==> src/rtl/accumulator_control_unit.sv <==
// Multicycle fetch/decode/execute controller for the 16-bit accumulator datapath.
// Drives ROM address, datapath mux selects, ALU op and write strobes.
module accumulator_control_unit #(
  parameter int DATA_WIDTH    = 16,
  parameter int OPERAND_WIDTH = 11,
  parameter int ADDRRAM_WIDTH = 10,
  parameter int OPCODE_WIDTH  = 5,
  parameter int SEL_OPERATION = 3,
  parameter int SEL_WIDTH     = 2
) (
  input  logic                     clock_i,
  input  logic                     nreset_i,
  input  logic [DATA_WIDTH-1:0]    im_data_i,
  input  logic                     n_i,
  input  logic                     z_i,
  input  logic [ADDRRAM_WIDTH-1:0] ext2pc_i,
  output logic [ADDRRAM_WIDTH-1:0] im_addr_o,
  output logic [SEL_WIDTH-1:0]     selA_o,
  output logic                     selB_o,
  output logic                     wrAccA_o,
  output logic [SEL_OPERATION-1:0] op_o,
  output logic [OPERAND_WIDTH-1:0] operand_o,
  output logic                     dm_wr_o,
  output logic                     halt_o
);

  typedef enum logic [2:0] {
    S_FETCH  = 3'd0,
    S_DECODE = 3'd1,
    S_MEM    = 3'd2,
    S_EXEC   = 3'd3,
    S_HALT   = 3'd4
  } state_t;

  localparam logic [OPCODE_WIDTH-1:0] OPC_HLT = 5'b00000;
  localparam logic [OPCODE_WIDTH-1:0] OPC_STO = 5'b00001;
  localparam logic [OPCODE_WIDTH-1:0] OPC_LD  = 5'b00010;
  localparam logic [OPCODE_WIDTH-1:0] OPC_LDI = 5'b00011;
  localparam logic [OPCODE_WIDTH-1:0] OPC_JMP = 5'b00100;
  localparam logic [OPCODE_WIDTH-1:0] OPC_BEQ = 5'b00101;
  localparam logic [OPCODE_WIDTH-1:0] OPC_BLT = 5'b00110;

  state_t                     state, state_nxt;
  logic [ADDRRAM_WIDTH-1:0]   pc, pc_nxt;
  logic [DATA_WIDTH-1:0]      ir;
  logic [OPCODE_WIDTH-1:0]    opcode;
  logic [OPCODE_WIDTH-1:0]    fetch_opcode;
  logic                       branch_taken;

  assign opcode       = ir[DATA_WIDTH-1 -: OPCODE_WIDTH];
  assign fetch_opcode = im_data_i[DATA_WIDTH-1 -: OPCODE_WIDTH];
  assign operand_o    = ir[OPERAND_WIDTH-1:0];
  assign im_addr_o    = pc;
  assign halt_o       = (state == S_HALT);

  // Memory-operand instructions need one extra cycle for the synchronous data-memory read.
  function automatic logic needs_mem(input logic [OPCODE_WIDTH-1:0] opc);
    return (opc[OPCODE_WIDTH-1] && !opc[0]) || (opc == OPC_LD);
  endfunction

  always_ff @(posedge clock_i or negedge nreset_i) begin
    if (!nreset_i) begin
      state <= S_FETCH;
      pc    <= '0;
      ir    <= '0;
    end else begin
      state <= state_nxt;
      pc    <= pc_nxt;
      if (state == S_DECODE) ir <= im_data_i;
    end
  end

  always_comb begin
    branch_taken = 1'b0;
    unique case (opcode)
      OPC_JMP: branch_taken = 1'b1;
      OPC_BEQ: branch_taken = z_i;
      OPC_BLT: branch_taken = n_i;
      default: branch_taken = 1'b0;
    endcase
  end

  always_comb begin
    state_nxt = state;
    pc_nxt    = pc;
    case (state)
      S_FETCH:  state_nxt = S_DECODE;
      S_DECODE: begin
        pc_nxt = pc + ADDRRAM_WIDTH'(1);
        if (fetch_opcode == OPC_HLT)  state_nxt = S_HALT;
        else if (needs_mem(fetch_opcode)) state_nxt = S_MEM;
        else                          state_nxt = S_EXEC;
      end
      S_MEM:    state_nxt = S_EXEC;
      S_EXEC: begin
        state_nxt = S_FETCH;
        if (branch_taken) pc_nxt = ext2pc_i;
      end
      S_HALT:   state_nxt = S_HALT;
      default:  state_nxt = S_FETCH;
    endcase
  end

  // Selects are held through MEM so the datapath sees them settled before the EXEC write.
  always_comb begin
    selA_o   = '0;
    selB_o   = 1'b0;
    op_o     = '0;
    wrAccA_o = 1'b0;
    dm_wr_o  = 1'b0;
    if (state == S_MEM || state == S_EXEC) begin
      if (opcode[OPCODE_WIDTH-1]) begin
        op_o   = opcode[3:1];
        selB_o = opcode[0];
        selA_o = 2'b10;
      end else if (opcode == OPC_LDI) begin
        selA_o = 2'b01;
      end
      if (state == S_EXEC) begin
        wrAccA_o = opcode[OPCODE_WIDTH-1] || (opcode == OPC_LD) || (opcode == OPC_LDI);
        dm_wr_o  = (opcode == OPC_STO);
      end
    end
  end

endmodule

==> config.mk <==
export PLATFORM = sky130hd
export DESIGN_NAME = accumulator_control_unit
export DESIGN_NICKNAME = d
export VERILOG_FILES = /design/src/rtl/accumulator_control_unit.sv
export SDC_FILE = /design/constraint.sdc
export NUM_CORES = 1
export LEC_CHECK = 0
export BUFFER_PORTS_ARGS = -buffer_cell sky130_fd_sc_hd__buf_2
export CAP_MARGIN = 20
export CORE_ASPECT_RATIO = 0.8
export CORE_MARGIN = 1
export CORE_UTILIZATION = 40
export DETAILED_ROUTE_END_ITERATION = 8
export PLACE_DENSITY = 0.68
export SETUP_SLACK_MARGIN = 0.1
export SLEW_MARGIN = 5
export SYNTH_ARGS = -nofsm -noshare
export SYNTH_HDL_FRONTEND = slang
export SYNTH_SLANG_ARGS = --single-unit
==> constraint.sdc <==
create_clock -name clock_i -period 1.9 [get_ports clock_i]
set_clock_uncertainty 0.2 [all_clocks]
set_input_delay 0.285 -clock clock_i [delete_from_list [all_inputs] [get_ports clock_i]]
set_output_delay 0.285 -clock clock_i [all_outputs]
set_load 0.02 [all_outputs]
# After elaboration in Yosys (flattened, before gate mapping)
# Index checks and enable logic that the tools add are counted.
word_totals:
  reg_bits: 29
  input_bits: 30
  word_cells: 43
classes:
  add_sub_neg: 1
  eq_ne: 12
  muxes: 17
  reduce_logical: 10
ops:
  columns: ["operator", "count"]
  rows:
  - ["$pmux W10 S2", 1]
  - ["$eq A5 B2 Y1 const B", 3]
  - ["$eq A5 B3 Y1 const B", 3]
  - ["$pmux W3 S4", 1]
  - ["$add A10 B1 Y10 const B", 1]
  - ["$mux W10", 1]
  - ["$mux W3", 3]
  - ["$mux W1", 8]
  - ["$eq A3 B2 Y1 const B", 2]
  - ["$eq A5 B1 Y1 const B", 1]
  - ["$logic_not A5 Y1", 1]
  - ["$logic_or A1 B1 Y1", 4]
  - ["$mux W2", 2]
  - ["$eq A3 B1 Y1 const B", 1]
  - ["$eq A3 B3 Y1 const B", 1]
  - ["$logic_not A3 Y1", 1]
  - ["$pmux W1 S3", 1]
  - ["$ne A2 B2 Y1 const B", 1]
  - ["$reduce_and A2 Y1", 1]
  - ["$reduce_bool A2 Y1", 1]
  - ["$logic_and A1 B1 Y1", 1]
  - ["$logic_not A1 Y1", 1]

# Depth between registers and ports, before layout
# Gate-level depths: netlist (run 1).
logic_depth:
  depth_word: 6
  depth_mapped: 6
  ltp_nobuf: 5

# Least setup slack after synthesis (run 1)
# OpenSTA, ideal clock, no wires.
synth_path:
  path_type: "reg-to-reg"
  start: "register ir[15]"
  end: "register pc[1] (netlist: im_addr_o[1])"
  setup_time_ns: 0.125
  arrival_ns: 1.514
  slack_ns: 0.061
  stages_incl_launch_ff: 5
  period_less_slack_ns: 1.839
  path_cell_list: "dfrtp_1 or3b_4 a21o_4 o21ai_4 mux2_4"
synth_via:
  elab_chain_len: 4
  word_cells_on_any_way: 6
synth_lines:
  columns: ["element", "line", "text"]
  rows:
  - ["from (decl)", "45", "logic [DATA_WIDTH-1:0] ir;"]
  - ["from (signal assigned)", "69", "if (state == S_DECODE) ir <= im_data_i;"]
  - ["$eq A5 B3 Y1", "75", "unique case (opcode)"]
  - ["$pmux W1 S3 (*)", "75", null]
  - ["$ne A2 B2 Y1 (no line) (*)", null, null]
  - ["$reduce_and A2 Y1 (no line) (*)", null, null]
  - ["to (signal assigned)", "68", "pc <= pc_nxt;"]
  - ["to (decl)", "44", "logic [ADDRRAM_WIDTH-1:0] pc, pc_nxt;"]
# Mark *: on every way between the ends. The rest lies on a longest branch, timed or not.
# A chain may end at the register's enable or synchronous reset.

# Final worst setup path (run 1)
layout_path:
  start: "register state[1]"
  end: "output op_o[0]"
layout_via:
  elab_chain_len: 3
  word_cells_on_any_way: 4
layout_lines:
  columns: ["element", "line", "text"]
  rows:
  - ["from (decl)", "43", "state_t state, state_nxt;"]
  - ["from (signal assigned)", "67", "state <= state_nxt;"]
  - ["$eq A3 B2 Y1", "111", "if (state == S_MEM || state == S_EXEC) begin"]
  - ["$logic_or A1 B1 Y1 (*)", "111", null]
  - ["$mux W3 (*)", "111", null]
  - ["to (decl)", "21", "output logic [SEL_OPERATION-1:0] op_o,"]
# Marks and branches as above.

==> out/metrics.csv, run 1 <==
metric,value,unit
outcome,"finished, final reports clean",
RSZ-0062 raised after global routing,yes,
fillcell total,345,
Yosys warnings,0,
met3 Usage GRT,4.762,%
"Hold Vio Cnt, Final",0,
fin util,60.84,%
die span in y,59.65,um
final net count,296,
routed via count,1647,
CP Capture Type,output pin,
clock buffer depth,2,
post-DR wirelength/cell,13.18,um
largest area contributor in the netlist,dfrtp_1,
CTS sink cnt,29,
router iterations before antenna repair,4,
initial antenna violation count,0,
post-synth cell types,43,
max-slew violations,0,
Slew @ Worst Pin,0.6430,ns
Hold Path Class,input port to flip-flop,
via density per instance,5.131,
CP Max Fanout,5,
gr busiest metal,met1,
Worst setup SP type,flip-flop,
post-synthesis xor/xnor area fraction,0,%
post-synthesis compound-gate area fraction,19.05,%
pin count of the biggest net entering global routing,30,
Sequential Area,725.7,um2
die area,4417,um2
htree depth,2,
Finished Layout Cells,321,
PortBufs,59,
met1 Resource Use GR,31.36,%
Yosys top cell area share,43.67,%
root buffer cell,clkbuf_8,
largest family of logic cells by synthesized area,simple AND/OR/NAND/NOR gates,
Mapped Area,1662,um2
synthesis-stage register bit count,29,
vias in the first global route,1450,
grt ovf,0,
P_leak,1.177,nW
final wirelength,4.231,mm
met2 global-route usage,29.22,%
Final period util,97.06,%
CP Data Arrival Time,1.36,ns
drc violations,0,
GRT Resource Usage Total,20.81,%
IO Count,60,
VDD IR max,0.0007877,V
"EDFF count, synth",0,
Adder-Cell Fraction of Synth Area,0.7530,%
worst skew pair latency,0.28,ns
Placed Cells incl. Taps,300,
initial DRC count,111,
Multi-input gate area,857.1,um2
CTS tree,yes,
Core Area,3879,um2
DRT antenna net count,0,
synthesized net count,221,
most frequent cells in the layout,"nand2_1 (55), buf_2 (50), dfrtp_1 (29)",
Mean Syn Cell Area,8.745,um2
Synth Flop Type,dfrtp_1,
register area share after synthesis,43.67,%
Final min period,1.844,ns
Starting Density,42.84,%
"CTS clk-pin slew, worst paths",0.07,ns
Die W,74.06,um
relative slew slack,57.13,%
"commonest non-fill, non-tap cell in the layout",nand2_1,
Synth Area in Simple Gates,28.31,%
Final Wtd Congestion,0.8381,
Power Dens Cells,1837,nW/um2
Layout area overhead,42.02,%
CP Class,flip-flop to output pin,
first-pass GRT wire length,6.803,mm
diode count,0,
CTS buffer count,5,
CP required,1.41,ns
share of cells above drive strength 1,39.10,%
multiplexer share of the synthesized area,0.9036,%
max-cap violations,0,
ys async rst share,100.0,%
endpoints failing setup,0,
Post-DP HPWL,3.070,mm
Syn Inst Count,190,
FMAX,542.3,MHz
WHS,0.003465,ns
largest cells by area after synthesis,"dfrtp_1 (44%), nand2_1 (12%), buf_4 (5.0%)",
Placement Rows,20,
==> synthesized netlist by cell type, types with 2 or more instances <==
library cell	instances
a211oi_1	6
a21oi_1	6
a21oi_2	2
a311oi_1	2
and3_1	5
and3_2	4
buf_2	4
buf_4	11
clkbuf_1	4
dfrtp_1	29
nand2_1	55
nand2b_1	2
nand3_1	4
nand3b_1	3
nor2_1	12
nor3_1	2
nor3b_1	3
o211ai_1	7
o21ai_0	3
o21bai_1	2
o221ai_1	2
==> where the power goes <==
part	internal [mW]	switching (mW)
combinational	1.02	1.43
clock	0.521	0.238
sequential	0.907	0.217
total	2.45	1.89
==> critical path, cell delays in order (launching register included) <==
cell and delay, ns:
dfrtp_1 0.41, nor2b_2 0.18, buf_4 0.14, and3_2 0.20
buf_4 0.15
==> per-layer routing <==
layer  vias to the layer above  routed length, um
met5                         -                  0
met4                         0                 39
met3                         5                353
met2                        64               1765
met1                       768               2072
li1                        810                  -
==> final timing paths <==
path	endpoint	slack, ns	cells after the start	from
setup / recovery	op_o[0]	0.06	4	state[1]
hold / removal	ir[10]	0.003	3	im_data_i[10]
setup reg to reg	im_addr_o[1]	0.11	4	ir[13]
hold reg to reg	ir[1]	0.28	2	ir[1]
max in group asynchronous	ir[2]	0.72	2	nreset_i
min in group asynchronous	im_addr_o[3]	0.36	2	nreset_i
==> state kept, by name (all words and copies together) (netlist names) <==
signal,cells
im_addr_o,10
ir,16
state,3
==> cells by family after synthesis <==
| logic type | after synthesis |
|---|---|
| adder cells (fa/ha/maj) | 1 |
| flip-flops | 29 |
| multiplexers | 1 |
| AO/OA/AOI/OAI | 41 |
| AND/OR/NAND/NOR | 98 |
| buffers and inverters | 20 |
==> area by class of cell <==
cell class / count / area share (%)
clock buffers: 5 / 2.916
clock inverters: 3 / 2.757
inverters: 1 / 0.1591
multi-input cells: 141 / 36.32
flip-flops and latches: 29 / 30.75
well taps: 55 / 2.916
repair buffers: 87 / 24.18
==> metrics by stage <==
stage	cell area [um2]	worst slack, ns	power (mW)	setup TNS (ns)
after detailed placement	2026	0.1151	3.415	0
after global placement	2026	0.1473	3.388	0
after CTS	2288	0.06105	4.217	0
final	2360	0.05588	4.334	0
after global routing	2360	-0.06001	4.675	-0.06684
after floorplan	1667	0.08489	2.787	0
==> repair_timing <==
action / CTS / global route
gates cloned: 0 / 0
resized for setup: 4 / 16
endpoints found under the hold margin: 39 / 0
pin swaps: 1 / 5
hold buffers: 11 / 0
setup endpoints to repair: 8 / 16
setup buffers: 1 / 1
Note: power is estimated with default switching activity, not from simulation.
==> run 2: changes to the inputs <==
Settings changed: ABC_AREA set to 1.
==> run 2 against run 1 <==
  * Cell area down 1.7%
  * Global-route usage up 0.49 points
  * Final cell count up 10%
  * Non-clock buffer count down 6
  * Critical endpoint is now op_o[1]
  * Critical path type unchanged
  * Largest power group unchanged
  * Highest routed layer unchanged
==> out/metrics.csv, run 2 <==
metric,value,unit
outcome,"finished, final reports clean",
PortBufs,59,
most frequent cells in the layout,"nand2_1 (85), buf_2 (50), dfrtp_1 (28)",
CP Class,flip-flop to output pin,
placed instance area,1917,um2
largest area contributor in the netlist,dfrtp_1,
IO Count,60,
post-route cell area,2318,um2
Starting Density,42.55,%
initial DRC count,100,
Final period util,97.47,%
max-cap violations,0,
r2r setup slk,0.32,ns
synthesis-stage register bit count,29,
clock buffer depth,2,
initial antenna violation count,0,
synthesized net count,257,
register area share after synthesis,43.97,%
CP required,1.41,ns
Mapped Area,1650,um2
CP Data Arrival Time,1.37,ns
cell family with most CP delay,flip-flops,
"Slowest-stage cell, CP",dfrtp_1,
Reg with most FFs,ir,
fillcell total,371,
"EDFF count, synth",0,
endpoints failing setup,0,
Final Wtd Congestion,0.7813,
Placement Rows,20,
Slew @ Worst Pin,0.6472,ns
Yosys warnings,0,
share of cells above drive strength 1,36.12,%
VDD IR max,0.0009401,V
Mean Syn Cell Area,7.302,um2
Worst setup SP type,flip-flop,
routed via count,1653,
fin util,59.77,%
max-slew violations,0,
CP max stage delay,0.40,ns
worst path buffer plus inverter count,4,
Setup WS post-layout,0.04813,ns
number of flip-flops in the largest register,16,
Post-DP HPWL,2.656,mm
diode count,0,
CP Max Fanout,4,
vias in the first global route,1584,
worst-path cell chain,"inv_2, nor2_2, inv_2, nor2_4, inv_4, nor2_2, buf_4",
Core Area,3879,um2
CTS tree,yes,
root buffer cell,clkbuf_8,
Final min period,1.852,ns
grt ovf,0,
Syn Inst Count,226,
pin count of the biggest net entering global routing,30,
die span in y,59.45,um
final net count,329,
DP Worst Slack,0.2424,ns
via density per instance,4.669,
Die W,73.82,um
drc violations,0,
router iterations before antenna repair,4,
GRT Resource Usage Total,21.30,%
CTS buffer count,5,
"CTS clk-pin slew, worst paths",0.06,ns
RSZ-0062 raised after global routing,yes,
Power Dens Cells,1707,nW/um2
CP Capture Type,output pin,
final wirelength,4.241,mm
"Hold Vio Cnt, Final",0,
die area,4388,um2
leading cell type by number of instances after synthesis,nand2_1,
Sequential Area,726.9,um2
PnR Total Power,3.957,mW
largest cells by area after synthesis,"dfrtp_1 (44%), nand2_1 (19%), nand3_1 (5.5%)",
Hold Path Class,input port to flip-flop,
relative slew slack,56.86,%
Synth Flop Type,dfrtp_1,
Layout area overhead,40.48,%
FMAX,540.0,MHz
Synth top cells by count,"nand2_1 (85), dfrtp_1 (29), inv_1 (21)",
post-synth cell types,24,
worst skew pair latency,0.29,ns
first-pass GRT wire length,6.913,mm
"commonest non-fill, non-tap cell in the layout",nand2_1,
CTS sink cnt,29,
ys async rst share,100.0,%
DRT antenna net count,0,
post-DR wirelength/cell,11.98,um
Yosys top cell area share,43.97,%
Multi-input gate area,782.0,um2
P_leak,1.256,nW
htree depth,2,
run 2: kinds of logic after synthesis:
logic type	share of synthesized area (%)
flip-flops	43.97
AND/OR/NAND/NOR	36.32
buffers and inverters	12.66
AO/OA/AOI/OAI	6.293
adder cells (fa/ha/maj)	0.7580
run 2: area by class of cell:
| class | count | area share [%] |
|---|---|---|
| Multi-Input combinational cell | 156 | 33.73 |
| Sequential cell | 29 | 31.35 |
| Timing Repair Buffer | 81 | 23.31 |
| Inverter | 25 | 4.263 |
| Clock buffer | 7 | 4.155 |
| Tap cell | 55 | 2.968 |
| Clock inverter | 1 | 0.2159 |
run 2: final timing paths:
| path | start | cells after the start | to |
|---|---|---|---|
| setup / recovery | state[1] | 7 | op_o[1] |
| hold / removal | im_data_i[14] | 3 | ir[14] |
| setup reg to reg | state[1] | 9 | im_addr_o[9] |
| hold reg to reg | ir[9] | 2 | ir[9] |
| max in group asynchronous | nreset_i | 2 | state[2] |
| min in group asynchronous | nreset_i | 2 | ir[10] |
run 2: routing by layer:
metal  part of all wire (%)  up-vias  global-route usage, %
met4                   0.80        0                  5.769
met5                      0        -                      0
met1                     45      762                  25.32
met2                     48       53                  37.75
li1                       -      832                      -
met3                    6.2        6                  6.122
run 2: worst reg2reg max path, cell delays in order, from the launching register on:
cell	delay (ns)
dfrtp_1	0.41
nand2_2	0.12
nor2_8	0.06
buf_4	0.15
nand2_4	0.08
nor2_2	0.05
nor2_4	0.24
nor2_1	0.07
nand2_1	0.06
nand2_1	0.04
run 2: what timing repair did:
item                       CTS  global route
setup endpoints to repair    7            14
resized for setup           19            17
hold endpoints to repair    40             0
pin swaps                    2             4
setup buffers                4             4
hold buffers                12             0
run 2: where the power goes:
group | internal [mW] | total [mW] | switching, mW
Clock | 0.327 | 0.568 | 0.242
Sequential | 0.919 | 1.17 | 0.255
Combinational | 0.826 | 2.21 | 1.39
Total | 2.07 | 3.96 | 1.89
run 2: stage by stage:
| stage | setup TNS [ns] | hold WS, ns | cells |
|---|---|---|---|
| final | 0 | 0.03316 | 354 |
| after global routing | -0.09536 | 0.05006 | 354 |
| after CTS | 0 | 0.03093 | 350 |
| after detailed placement | 0 | 0.1481 | 326 |
| after global placement | 0 | 0.1478 | 326 |
| after floorplan | 0 | -0.2106 | 226 |
